### config.mk
export PLATFORM = sky130hd
export DESIGN_NAME = score_renderer_flat
export DESIGN_NICKNAME = d
export VERILOG_FILES = /design/src/rtl/score_renderer_if.sv /design/src/rtl/score_renderer.sv /design/src/flat_wrapper.sv
export SDC_FILE = /design/constraint.sdc
export NUM_CORES = 1
export LEC_CHECK = 0
export BUFFER_PORTS_ARGS = -buffer_cell sky130_fd_sc_hd__buf_2
export CORE_AREA = 3 3 62 76
export CTS_BUF_LIST = sky130_fd_sc_hd__clkbuf_4 sky130_fd_sc_hd__clkbuf_8
export DETAILED_ROUTE_END_ITERATION = 10
export DIE_AREA = 0 0 65 79
export PLACE_DENSITY = 0.7
export SETUP_SLACK_MARGIN = 0.1
export SYNTH_ARGS = -nofsm -noshare
export SYNTH_HDL_FRONTEND = slang
export SYNTH_SLANG_ARGS = --single-unit
export TNS_END_PERCENT = 5
### constraint.sdc
create_clock -name clk -period 2.6 [get_ports clk]
set_input_delay 0.13 -clock clk [delete_from_list [all_inputs] [get_ports clk]]
set_output_delay 0.13 -clock clk [all_outputs]
set_load 0.005 [all_outputs]
### src/rtl/score_renderer_if.sv
// Glyph ROM link: digit select and glyph address out, one RGB glyph pixel back.
interface score_renderer_if;
   logic [3:0]  rom_digit;
   logic [11:0] rom_address;
   logic [2:0]  rom_data;

   modport master (output rom_digit, output rom_address, input rom_data);
   modport slave  (input rom_digit, input rom_address, output rom_data);
endinterface

### src/rtl/score_renderer.sv
// Score keeping, win detection, frame-latched digit display and the
// two-stage pipeline that maps pixel coordinates onto the digit glyph ROM.
module score_renderer #(
   parameter int unsigned LEFT_X    = 192,
   parameter int unsigned RIGHT_X   = 384,
   parameter int unsigned TOP_Y     = 32,
   parameter int unsigned WIN_SCORE = 9
) (
   input  logic                   clk,
   input  logic                   rst_n,
   input  logic [9:0]             pixel_x,
   input  logic [9:0]             pixel_y,
   input  logic                   video_on,
   input  logic                   frame_start,
   input  logic                   point_left,
   input  logic                   point_right,
   input  logic                   new_game,
   score_renderer_if.master       rom,
   output logic [2:0]             rgb_out,
   output logic [3:0]             score_left,
   output logic [3:0]             score_right,
   output logic                   game_over,
   output logic                   winner
);

   localparam int unsigned BOX = 64;
   localparam logic [10:0] LX_LO = 11'(LEFT_X);
   localparam logic [10:0] LX_HI = 11'(LEFT_X + BOX);
   localparam logic [10:0] RX_LO = 11'(RIGHT_X);
   localparam logic [10:0] RX_HI = 11'(RIGHT_X + BOX);
   localparam logic [10:0] TY_LO = 11'(TOP_Y);
   localparam logic [10:0] TY_HI = 11'(TOP_Y + BOX);
   localparam logic [3:0]  WIN   = 4'(WIN_SCORE);

   typedef enum logic {PLAY = 1'b0, OVER = 1'b1} state_t;

   state_t      state;
   logic [3:0]  disp_left;
   logic [3:0]  disp_right;
   logic [3:0]  left_inc;
   logic [3:0]  right_inc;
   logic        left_win;
   logic        right_win;

   logic [10:0] x_ext;
   logic [10:0] y_ext;
   logic        in_y;
   logic        in_left;
   logic        in_right;
   logic [5:0]  row;
   logic [5:0]  col_left;
   logic [5:0]  col_right;
   logic [3:0]  digit_nxt;
   logic [11:0] addr_nxt;
   logic        hit_q;
   logic        video_on_q;

   // Candidate scores for this cycle's point pulses
   assign left_inc  = score_left  + {3'b000, point_left};
   assign right_inc = score_right + {3'b000, point_right};
   assign left_win  = (left_inc == WIN);
   assign right_win = (right_inc == WIN);

   // Score FSM: PLAY counts points, OVER freezes them until new_game
   always_ff @(posedge clk or negedge rst_n) begin
      if (!rst_n) begin
         state       <= PLAY;
         score_left  <= '0;
         score_right <= '0;
         game_over   <= 1'b0;
         winner      <= 1'b0;
      end else if (new_game) begin
         state       <= PLAY;
         score_left  <= '0;
         score_right <= '0;
         game_over   <= 1'b0;
         winner      <= 1'b0;
      end else begin
         case (state)
            PLAY: begin
               score_left  <= left_inc;
               score_right <= right_inc;
               if (left_win || right_win) begin
                  state     <= OVER;
                  game_over <= 1'b1;
                  winner    <= !left_win;
               end
            end
            OVER: begin
               state <= OVER;
            end
            default: begin
               state <= PLAY;
            end
         endcase
      end
   end

   // Displayed digits change only at frame start, using pre-update scores
   always_ff @(posedge clk or negedge rst_n) begin
      if (!rst_n) begin
         disp_left  <= '0;
         disp_right <= '0;
      end else if (frame_start) begin
         disp_left  <= score_left;
         disp_right <= score_right;
      end
   end

   // Box hit test; 11-bit compares keep origin+64 from overflowing
   assign x_ext    = {1'b0, pixel_x};
   assign y_ext    = {1'b0, pixel_y};
   assign in_y     = (y_ext >= TY_LO) && (y_ext < TY_HI);
   assign in_left  = in_y && (x_ext >= LX_LO) && (x_ext < LX_HI);
   assign in_right = in_y && !in_left && (x_ext >= RX_LO) && (x_ext < RX_HI);

   assign row       = 6'(pixel_y - 10'(TOP_Y));
   assign col_left  = 6'(pixel_x - 10'(LEFT_X));
   assign col_right = 6'(pixel_x - 10'(RIGHT_X));

   // Outside the boxes keep the ROM on a legal digit with address 0
   always_comb begin
      digit_nxt = disp_left;
      addr_nxt  = '0;
      if (in_left) begin
         digit_nxt = disp_left;
         addr_nxt  = {row, col_left};
      end else if (in_right) begin
         digit_nxt = disp_right;
         addr_nxt  = {row, col_right};
      end
   end

   // Stage 1: ROM request plus the qualifiers that travel with it
   always_ff @(posedge clk or negedge rst_n) begin
      if (!rst_n) begin
         rom.rom_digit   <= '0;
         rom.rom_address <= '0;
         hit_q           <= 1'b0;
         video_on_q      <= 1'b0;
      end else begin
         rom.rom_digit   <= digit_nxt;
         rom.rom_address <= addr_nxt;
         hit_q           <= in_left || in_right;
         video_on_q      <= video_on;
      end
   end

   // Stage 2: gate the returned glyph pixel
   always_ff @(posedge clk or negedge rst_n) begin
      if (!rst_n) begin
         rgb_out <= '0;
      end else begin
         rgb_out <= (hit_q && video_on_q) ? rom.rom_data : 3'b000;
      end
   end

endmodule

### src/flat_wrapper.sv
// flat-port wrapper written by rule: the top's interface ports become plain ports
module score_renderer_flat 
#(
   parameter int unsigned LEFT_X    = 192,
   parameter int unsigned RIGHT_X   = 384,
   parameter int unsigned TOP_Y     = 32,
   parameter int unsigned WIN_SCORE = 9
)
  (clk, rst_n, pixel_x, pixel_y, video_on, frame_start, point_left, point_right, new_game, rgb_out, score_left, score_right, game_over, winner, rom_rom_digit, rom_rom_address, rom_rom_data);
  score_renderer_if rom_i ();
  input  logic clk;
  input  logic rst_n;
  input  logic [9:0] pixel_x;
  input  logic [9:0] pixel_y;
  input  logic video_on;
  input  logic frame_start;
  input  logic point_left;
  input  logic point_right;
  input  logic new_game;
  output logic [2:0] rgb_out;
  output logic [3:0] score_left;
  output logic [3:0] score_right;
  output logic game_over;
  output logic winner;
  output wire logic [$bits(rom_i.rom_digit)-1:0] rom_rom_digit;
  output wire logic [$bits(rom_i.rom_address)-1:0] rom_rom_address;
  input wire logic [$bits(rom_i.rom_data)-1:0] rom_rom_data;
  assign rom_rom_digit = rom_i.rom_digit;
  assign rom_rom_address = rom_i.rom_address;
  assign rom_i.rom_data = rom_rom_data;
  score_renderer #(.LEFT_X(LEFT_X), .RIGHT_X(RIGHT_X), .TOP_Y(TOP_Y), .WIN_SCORE(WIN_SCORE)) u_core (.clk(clk), .rst_n(rst_n), .pixel_x(pixel_x), .pixel_y(pixel_y), .video_on(video_on), .frame_start(frame_start), .point_left(point_left), .point_right(point_right), .new_game(new_game), .rom(rom_i), .rgb_out(rgb_out), .score_left(score_left), .score_right(score_right), .game_over(game_over), .winner(winner));
endmodule
# == After elaboration in Yosys (flattened, before gate mapping) ==
# Cells that the tools add are included.
# totals
romBits,0
word_cells,58
ramBits,0
ff_bits,40
latchBits,0
out_inout_bits,29
n_memories,0
# op_classes
div,0
shift,0
mul,0
addsub,5
mux,18
bitwise,1
magnitude_cmp,6
n_eq_ne,3
reduce_logical,13
# ops
operator,count
2-to-1 mux 12 bit,2
2-to-1 mux 4 bit,6
less-than comparator 10 x 9 -> 1 bit (second input constant),2
subtractor 6 x 1 -> 6 bit (second input constant),2
greater-or-equal comparator 10 x 6 -> 1 bit (second input constant),1
greater-or-equal comparator 10 x 8 -> 1 bit (second input constant),1
greater-or-equal comparator 10 x 9 -> 1 bit (second input constant),1
less-than comparator 10 x 7 -> 1 bit (second input constant),1
adder 4 x 1 -> 4 bit,2
equality test 4 bit (second input constant),2
2-to-1 mux 1 bit,8
logical AND 1 bit,7
subtractor 6 bit (second input constant),1
2-to-1 mux 3 bit,1
logical NOT 1 bit,2
logical OR 1 bit,2
inequality test 2 bit (second input constant),1
case mux 1 bit (2 select lines),1
AND reduction 2 bit,1
nonzero test 2 bit,1
NOT 1 bit,1

# == Depth between registers and ports, before layout ==
# Gate-level depths: netlist (run 1).
# depth
ltp_word,10
mapped_depth,7

# == Worst setup path before layout (run 1) ==
# OpenSTA, ideal clock, no wires.
# synth_timing
kind,flip-flop to flip-flop
from,reg u_core.score_right[0]
to,reg u_core.winner
synth_period_minus_slack_ps,1732
t_arrival_ps,1638
path_buffers,0
stages_incl_launch_ff,8
path_slack_ps,868
required_time_ps,2506
path_cell_list,dfrtp_1 ha_1 ha_1 nor4b_1 nand2_1 o21ai_0 a21oi_1 a211oi_1
# synth_between
elab_chain_len,5
# synth_rtl
element,line_no,rtl
"start, declared",score_renderer.sv:21,"output logic [3:0] score_right,"
"start signal, assigned",score_renderer.sv:82,score_right <= right_inc;
adder 4 x 1 -> 4 bit,score_renderer.sv:60,"assign right_inc = score_right + {3'b000, point_right};"
equality test 4 bit,score_renderer.sv:62,assign right_win = (right_inc == WIN);
logical OR 1 bit,score_renderer.sv:83,if (left_win || right_win) begin
nonzero test 2 bit (no line),--,
AND reduction 2 bit (no line),--,
"end signal, assigned",score_renderer.sv:86,winner <= !left_win;
"end, declared",score_renderer.sv:23,output logic winner
# No other way between the ends.
# A chain may end at the register's enable or synchronous reset.

# == Worst setup path after layout (run 1) ==
# Ends and elaborated chain as after synthesis.

==> results.sh, run 1 <==
export IMPL_status="completed"
export IMPL_r2r_start="u_core.score_right[0]"
export IMPL_finalHoldViolCount=0
export IMPL_die_area_um2=5140
export IMPL_slew_viol_final=0
export IMPL_gr_total_overflow=0
export IMPL_vdd_drop_max_mv=0.346
export IMPL_cts_resized=0
export IMPL_slew_headroom_pct=44.1
export IMPL_top_usage_layer="met2"
export IMPL_grt_pass1_wl_um=5370
export IMPL_vias=1130
export IMPL_dr_pass1_iters=4
export IMPL_die_h_um=79
export IMPL_cts_tree="built"
export IMPL_fin_ws_ps=684
export IMPL_fin_util_pct=51.7
export IMPL_fin_nets=219
export IMPL_diodes=0
export IMPL_core_um2=3970
export IMPL_critPathMaxFanout=4
export IMPL_p_per_area_nw_per_um2=564
export IMPL_wl_per_cell_um=13.0
export IMPL_grtUsageMet1_pct=16.1
export IMPL_hold_class="in2reg"
export IMPL_h_tree_depth=2
export IMPL_instances_no_fill=240
export IMPL_dp_worst_setup_slack_ps=724
export IMPL_drt_initial_drc_count=97
export IMPL_port_buffer_count=58
export IMPL_yosysTopAreaCell="dfrtp_1"
export IMPL_drc=0
export IMPL_setup_worst_path_start="u_core.score_right[0]"
export IMPL_finalSetupViolations=0
export IMPL_ant_nets=0
export IMPL_syn_num_nets=155
export IMPL_whs_ps=37.2
export IMPL_ys_types=23
export IMPL_rsz0062_at_grt="false"
export IMPL_ys_ff_latch=40
export IMPL_cp_data_arrival_time_ps=2110
export IMPL_yosysSeqAreaShare_pct=62.7
export IMPL_dp_cells=229
export IMPL_track_usage_pct=14.0
export IMPL_cts_inserted_buffers=5
export IMPL_gp_congestion=0.808
export IMPL_dp_hpwl_um=2390
export IMPL_maxCapViolations=0
export IMPL_syn_area_per_cell_um2=13.2
export IMPL_synthCells=121
export IMPL_start_util_pct=40.2
export IMPL_drive_above_1_share_pct=40.3
export IMPL_tns_ps=0
export IMPL_clk_latency_ps=290
export IMPL_synth_top_cell_area_share_pct=62.7
export IMPL_via_per_inst=4.71
export IMPL_min_from="pixel_x[2]"
export IMPL_worstMarginPinSlew_ps=839
export IMPL_ys_top_cells_by_area="dfrtp_1 (63%), mux2_2 (5.6%), and2_1 (4.3%), ha_1 (3.1%), mux2_1 (2.8%)"
export IMPL_worstSetupPathType="reg2reg"
export IMPL_die_w_um=65
export IMPL_required_ps=2790
export IMPL_min_period_ps=1920
export IMPL_antenna_found_initial=0
export IMPL_met3_usage_pct=6.65
export IMPL_critPathMostFrequentCell="ha_1"
export IMPL_endpoint_kind="flop"
export IMPL_syn_to_final_growth_pct=28.8
export IMPL_max_stage_delay_ps=420
export IMPL_cp_cell_sequence="ha_1 > ha_1 > nor4b_1 > nand2_1 > o21ai_0 > a21oi_1 > a211oi_1"
export IMPL_fmax_mhz=522
export IMPL_grt_max_degree=41
export IMPL_finalCritPeriodShare_pct=73.7
export IMPL_use_met2_pct=21.7
export IMPL_numClockSinks=40
export IMPL_fin_skew_ps=7.58
export IMPL_placementRows=25
export IMPL_cts_root_buf="clkbuf_8"
export IMPL_drt_wl_total_um=3110
export IMPL_cts_path_max_buffers=2
export IMPL_syn_area_um2=1600
export IMPL_io_pins=59
export IMPL_yosys_warnings=0
export IMPL_p_leak_uw=0.00112
export IMPL_start_kind="flop"
export IMPL_grt_pass1_vias=1189
export IMPL_slowest_stage="dfrtp_1"
export IMPL_clk_pin_slew_ps=80
==> layer usage <==
metal	part of all wire, %	vias up
li1	-	537
met1	39	535
met2	47	51
met3	11	7
met4	2.2	0
met5	0	-
==> placed cells by master (no fill, tap or decap), drive strengths merged <==
cell type    instances
clkbuf               5
nor2b                2
nor4b                2
nor3                 3
xor2                 5
buf                 58
nor3b                1
clkinv               3
dlygate4sd3          3
nand4b               3
xnor2                3
nand4                2
and2                11
mux2i                4
a211oi               1
inv                  2
nor2                10
nand2                4
mux2                12
dfrtp               40
ha                   4
and3                 3
o21ai                3
a21oi                2
==> Yosys cell counts (all sizes together) <==
cell type	count
xnor2	3
mux2i	4
nor2	10
nand2	4
a211oi	1
ha	4
nor4b	2
clkbuf	3
nor3b	1
a21oi	2
xor2	5
and3	3
mux2	12
nand4	2
and2	11
nand4b	3
nor3	3
o21ai	3
dfrtp	40
nor2b	2
inv	2
buf	1
==> final timing paths <==
kind                                             end  slack [ps]  cells after the start
setup reg to reg                       u_core.winner         680                      7
setup / recovery                       u_core.winner         680                      7
min in group asynchronous          u_core.rgb_out[0]         480                      2
max in group asynchronous    u_core.rom.rom_digit[3]        1600                      2
hold / removal             u_core.rom.rom_address[2]          40                      2
hold reg to reg              u_core.rom.rom_digit[3]         490                      1
==> what timing repair did <==
action	in CTS	in global routing
hold buffers	2	1
buffers inserted	0	0
hold endpoints to repair	41	1
==> layout make-up <==
type                       count  area, um2
fill                         353       1920
timing repair buffer          61        320
multi-input combinational     75        571
sequential                    40       1000
inverter                       2       7.51
tap                           54       67.6
clock buffer                   5       68.8
clock inverter                 3       18.8
==> cell families (layout without fill, tap and decap cells) <==
group	count (synthesis)	after routing	share of synthesized area, %
buffers and inverters	6	71	1.49
adder cells (fa/ha/maj)	4	4	3.14
AND/OR/NAND/NOR	41	41	15.2
flip-flops	40	40	62.7
multiplexers	16	16	11.0
AO/OA/AOI/OAI	6	6	2.04
XOR/XNOR	8	8	4.39
==> where the power goes <==
part / total (uW) / internal, uW / switching, uW
logic: 104 / 54.7 / 49.0
registers: 657 / 642 / 14.9
clock network: 398 / 187 / 211
total: 1160 / 883 / 275
==> state kept, by name, summed over array words and instances (netlist names), 3 cells and up <==
signal	cells
u_core.disp_left	4
u_core.disp_right	4
u_core.rgb_out	3
u_core.rom.rom_address	12
u_core.rom.rom_digit	4
u_core.score_left	4
u_core.score_right	4
==> metrics by stage <==
stage                     total power (uW)  instance area, um2
final                                 1160                2050
after global routing                  1220                2050
after CTS                             1180                2040
after detailed placement               771                1940
after global placement                 765                1940
after floorplan                        713                1600
==> critical path, delay by kind of cell, from the launching register on <==
kind / cells / cell delay [ps]
AO/OA/AOI/OAI: 3 / 480
adder cells (fa/ha/maj): 2 / 540
AND/OR/NAND/NOR: 2 / 390
flip-flops: 1 / 420
No activity file was read; power rests on OpenSTA's default activity.
==> inputs of run 2 (changes only) <==
==> constraint.sdc (replaced) <==
create_clock -name clk -period 1.8 [get_ports clk]
set_input_delay 0.09 -clock clk [delete_from_list [all_inputs] [get_ports clk]]
set_output_delay 0.09 -clock clk [all_outputs]
set_load 0.005 [all_outputs]
==> run 2 against run 1 <==
Routed wire length grew 8.3%. Total power grew 65%. Combinational power grew 80%. First-iteration DRC count shrank 31%. Non-clock buffer count grew 5. Die area is the same. Critical path depth is the same. Final cell count grew 2.1%. Utilization grew 3.5 points. Sequential share of layout area shrank 3.1 points. Highest routed layer unchanged.
==> results.sh, run 2 (synthesis gave the netlist of run 1 again) <==
export IMPL_fmax_mhz=601
export IMPL_cts_path_max_buffers=2
export IMPL_top_register="u_core.rom.rom_address"
export IMPL_cts_root_buf="clkbuf_8"
export IMPL_vdd_drop_max_mv=0.474
export IMPL_drc=0
export IMPL_seq_area_um2=1000
export IMPL_placementRows=25
export IMPL_status="completed"
export IMPL_port_buffer_count=58
export IMPL_slew_headroom_pct=64.3
export IMPL_drive_above_1_share_pct=44.5
export IMPL_die_area_um2=5140
export IMPL_clk_pin_slew_ps=80
export IMPL_finalCritPeriodShare_pct=92.5
export IMPL_track_usage_pct=14.4
export IMPL_dp_worst_setup_slack_ps=-41.6
export IMPL_largest_reg_flops=12
export IMPL_grt_pass1_wl_um=5600
export IMPL_cts_tree="built"
export IMPL_worstSetupPathType="reg2reg"
export IMPL_core_um2=3970
export IMPL_wl_per_cell_um=13.8
export IMPL_h_tree_depth=2
export IMPL_clk_latency_ps=280
export IMPL_fin_nets=224
export IMPL_final_common_cell="buf_2"
export IMPL_drt_initial_drc_count=67
export IMPL_finalSetupViolations=0
export IMPL_required_ps=1990
export IMPL_grt_pass1_vias=1215
export IMPL_antenna_found_initial=0
export IMPL_drt_wl_total_um=3370
export IMPL_die_w_um=65
export IMPL_tns_ps=0
export IMPL_via_per_inst=4.77
export IMPL_start_util_pct=40.2
export IMPL_maxCapViolations=0
export IMPL_syn_to_final_growth_pct=37.4
export IMPL_vias=1168
export IMPL_start_kind="flop"
export IMPL_io_pins=59
export IMPL_ant_nets=0
export IMPL_numClockSinks=40
export IMPL_p_per_area_nw_per_um2=873
export IMPL_die_h_um=79
export IMPL_multi_input_area_um2=627
export IMPL_p_leak_uw=0.00116
export IMPL_dp_hpwl_um=2450
export IMPL_slew_viol_final=0
export IMPL_gp_congestion=0.758
export IMPL_gr_total_overflow=0
export IMPL_hold_class="in2reg"
export IMPL_final_cell_mix="buf_2 (58), dfrtp_1 (40), and2_1 (11)"
export IMPL_worstMarginPinSlew_ps=534
export IMPL_grt_max_degree=41
export IMPL_rsz0062_at_grt="true"
export IMPL_finalHoldViolCount=0
export IMPL_endpoint_kind="flop"
export IMPL_cts_inserted_buffers=5
export IMPL_fin_ws_ps=135
export IMPL_min_period_ps=1660
export IMPL_dr_pass1_iters=4
export IMPL_fin_skew_ps=6.71
export IMPL_critPathMaxFanout=3
export IMPL_fillers=353
export IMPL_cp_data_arrival_time_ps=1860
export IMPL_diodes=0
-- run 2: cell types whose count changed in the layout (fill, tap and decap cells not counted), sizes merged --
cell | before | now
bufinv | 0 | 1
clkbuf | 5 | 7
clkinv | 3 | 0
buf | 58 | 61
dlygate4sd3 | 3 | 5
-- run 2: timing repair --
action                                 4_1_cts  5_1_grt
hold buffers                                 3        2
setup endpoints to repair                    3       18
pin swaps                                    0        1
buffers inserted                             2        0
endpoints found under the hold margin       42        2
resized for setup                            6        2
-- run 2: through the flow --
stage	utilization [%]	instances	power [uW]	hold WS [ps]	area [um2]
2_1_floorplan	-	121	1030	-206	1600
3_3_place_gp	49.1	230	1110	167	1950
3_5_place_dp	49.1	230	1120	174	1950
4_1_cts	54.1	243	1920	1.17	2150
5_1_grt	55.2	245	2010	11.0	2190
6_report	55.2	245	1910	12.9	2190
-- run 2: worst max-delay path, cell delays in order, from the launching register on --
cell and delay (ps):
dfrtp_1 400, ha_2 220, ha_4 240, nor4b_4 260, nand2_1 90, o21ai_2 80
a21oi_1 80, a211oi_1 210
-- run 2: layout make-up --
class | instances | area share (%)
clock buffer | 7 | 4.39
multi-input combinational | 75 | 28.6
timing repair buffer | 66 | 16.6
tap | 54 | 3.08
clock inverter | 1 | 1.37
inverter | 2 | 0.342
sequential | 40 | 45.7
-- run 2: report_power, final --
group	total, uW	internal [uW]	switching, uW
Sequential	948	927	21.3
Clock	779	489	290
Combinational	187	105	81.8
-- run 2: per-layer routing --
| metal | global-route usage, % | wire length [um] |
|---|---|---|
| met4 | 6.98 | 62 |
| met3 | 3.96 | 242 |
| met2 | 25.6 | 1830 |
| met5 | 0 | 0 |
| met1 | 15.4 | 1240 |
-- run 2: path summary, 6_finish.rpt --
kind | startpoint | endpoint | slack [ps] | cells past startpoint
setup / recovery | u_core.score_right[0] | u_core.winner | 140 | 7
hold / removal | pixel_y[2] | u_core.rom.rom_address[8] | 10 | 2
setup reg to reg | u_core.score_right[0] | u_core.winner | 140 | 7
hold reg to reg | u_core.disp_left[1] | u_core.rom.rom_digit[1] | 480 | 1
max in group asynchronous | rst_n | u_core.rom.rom_address[0] | 1070 | 3
min in group asynchronous | rst_n | u_core.winner | 380 | 3
==> inputs of run 3 (changes only) <==
--- a/config.mk
+++ b/config.mk
@@ -6,6 +6,7 @@
 export NUM_CORES = 1
 export LEC_CHECK = 0
 export BUFFER_PORTS_ARGS = -buffer_cell sky130_fd_sc_hd__buf_2
+export CAP_MARGIN = 10
 export CORE_AREA = 3 3 62 76
 export CTS_BUF_LIST = sky130_fd_sc_hd__clkbuf_4 sky130_fd_sc_hd__clkbuf_8
 export DETAILED_ROUTE_END_ITERATION = 10
==> constraint.sdc (replaced) <==
create_clock -name clk -period 1.65 [get_ports clk]
set_input_delay 0.0825 -clock clk [delete_from_list [all_inputs] [get_ports clk]]
set_output_delay 0.0825 -clock clk [all_outputs]
set_load 0.005 [all_outputs]
==> run 3 against run 2 <==
Total power is 1.1% higher. Via count is 0.86% higher. Clock power is 13% lower. Die area stayed put. Utilization is 1.8 points higher. Combinational power is 19% higher. First-iteration DRC count is 63% lower. Sequential power is 9% higher. Critical path depth stayed put.
==> results.sh, run 3 (synthesis gave the netlist of run 1 again) <==
export IMPL_reg2reg_slack_ps=70
export IMPL_p_leak_uw=0.00118
export IMPL_p_int_uw=1500
export IMPL_cts_path_max_buffers=2
export IMPL_seqPwrFrac_pct=53.5
export IMPL_placementRows=25
export IMPL_endpoint_kind="flop"
export IMPL_top_register="u_core.rom.rom_address"
export IMPL_status="completed"
export IMPL_use_met2_pct=26.4
export IMPL_core_um2=3970
export IMPL_grt_max_degree=41
export IMPL_syn_to_final_growth_pct=42.0
export IMPL_final_cell_mix="buf_2 (58), dfrtp_1 (40), dlygate4sd3_1 (13)"
export IMPL_pwr_share_clk_pct=35.0
export IMPL_clk_pin_slew_ps=70
export IMPL_cts_root_buf="clkbuf_8"
export IMPL_slowest_stage="dfrtp_1"
export IMPL_wl_per_cell_um=13.5
export IMPL_grt_pass1_wl_um=5850
export IMPL_fin_nets=232
export IMPL_worstMarginPinSlew_ps=539
export IMPL_dr_pass1_iters=2
export IMPL_drt_initial_drc_count=25
export IMPL_worst_path_stages=7
export IMPL_finalHoldViolCount=0
export IMPL_via_per_inst=4.66
export IMPL_max_stage_delay_ps=410
export IMPL_final_common_cell="buf_2"
export IMPL_fin_skew_ps=3.34
export IMPL_drive_above_1_share_pct=44.2
export IMPL_dp_worst_setup_slack_ps=3.57
export IMPL_r2r_start="u_core.score_right[0]"
export IMPL_largest_reg_flops=12
export IMPL_grt_pass1_vias=1266
export IMPL_die_w_um=65
export IMPL_gr_total_overflow=0
export IMPL_fin_util_pct=57.0
export IMPL_rr_endpoint="u_core.winner"
export IMPL_required_ps=1860
export IMPL_vias=1178
export IMPL_drt_wl_total_um=3420
export IMPL_start_kind="flop"
export IMPL_p_per_area_nw_per_um2=854
export IMPL_cp_data_arrival_time_ps=1790
export IMPL_slew_viol_final=0
export IMPL_critPathTopFamily="adder cells"
export IMPL_vdd_drop_max_mv=0.523
export IMPL_h_tree_depth=2
export IMPL_finalCritPeriodShare_pct=95.9
export IMPL_rr_worst_depth=7
export IMPL_cp_endpoint="u_core.winner"
export IMPL_rsz0062_at_grt="true"
export IMPL_critPathMostFrequentCell="ha_4"
export IMPL_start_util_pct=40.2
export IMPL_worstSetupPathType="reg2reg"
export IMPL_dp_hpwl_um=2470
export IMPL_min_period_ps=1580
export IMPL_gp_congestion=0.772
export IMPL_maxCapViolations=0
export IMPL_hold_class="in2reg"
export IMPL_p_switching_uw=436
export IMPL_cts_inserted_buffers=5
export IMPL_top_usage_layer="met2"
export IMPL_cp_cell_sequence="ha_4 > ha_4 > nor4b_2 > nand2_1 > o21ai_2 > a21oi_2 > a211oi_2"
export IMPL_slew_headroom_pct=63.9
export IMPL_setup_worst_path_start="u_core.score_right[0]"
export IMPL_critPathMaxFanout=3
export IMPL_cts_tree="built"
export IMPL_crit_buf_inv=0
export IMPL_diodes=0
export IMPL_clk_latency_ps=290
export IMPL_die_h_um=79
export IMPL_antenna_found_initial=0
export IMPL_drc=0
export IMPL_finalSetupViolations=0
export IMPL_fmax_mhz=632
export IMPL_fin_ws_ps=68.2
export IMPL_port_buffer_count=58
export IMPL_p_sw_share_pct=22.6
export IMPL_io_pins=59
export IMPL_combPwrFrac_pct=11.5
export IMPL_ant_nets=0
export IMPL_met3_usage_pct=7.21
export IMPL_whs_ps=5.11
export IMPL_numClockSinks=40
export IMPL_die_area_um2=5140
export IMPL_track_usage_pct=15.1
export IMPL_grtUsageMet1_pct=16.0
[run 3: cell types whose count changed in the layout (fill, tap and decap cells not counted), sizes merged]
cell,previous run,this run
bufinv,1,0
clkinvlp,0,1
dlygate4sd3,5,13
[run 3: how the worst min path moves through the flow]
| stage | cells past startpoint | to | from | slack (ps) |
|---|---|---|---|---|
| finish | 2 | u_core.rom.rom_address[4] | pixel_x[4] | 5 |
| global route | 2 | u_core.rom.rom_address[4] | pixel_x[4] | 0.5 |
| CTS | 2 | u_core.rom.rom_address[4] | pixel_x[4] | 0.2 |
| detailed placement | 2 | u_core.score_right[2] | rst_n | 170 |
| global placement | 2 | u_core.score_right[2] | rst_n | 160 |
| floorplan | 0 | u_core.disp_left[0] | rst_n | -210 |
[run 3: layout make-up]
type	count	area [um2]
clock buffer	7	90.1
clock inverter	1	7.51
fill	348	1710
inverter	2	7.51
multi-input combinational	75	648
sequential	40	1000
tap	54	67.6
timing repair buffer	74	443
[run 3: power groups by stage]
stage               logic, uW  clock network [uW]  registers (uW)
finish                    223                 676            1030
global placement          176                   0            1050
CTS                       217                 704            1030
floorplan                87.0                   0            1050
global route              249                 757            1040
detailed placement        185                   0            1050
[run 3: metrics by stage]
stage / cells / instance area [um2] / TNS (ps) / power, uW
floorplan: 121 / 1650 / 0 / 1140
global placement: 231 / 2000 / 0 / 1230
detailed placement: 231 / 2000 / 0 / 1240
CTS: 253 / 2250 / 0 / 1960
global route: 253 / 2260 / -6.06 / 2050
finish: 253 / 2260 / 0 / 1930
[run 3: routing by layer]
metal | vias up | share of wire (%)
met4 | 0 | 1.3
met3 | 4 | 8.4
met1 | 563 | 38
met2 | 44 | 52
met5 | - | 0
li1 | 567 | -
[run 3: repair_timing]
item                                   in CTS  in global routing
setup endpoints to repair                   2                  3
resized for setup                           1                  4
pin swaps                                   2                  1
endpoints found under the hold margin      52                  0
buffers inserted                            1                  0
hold buffers                               13                  0
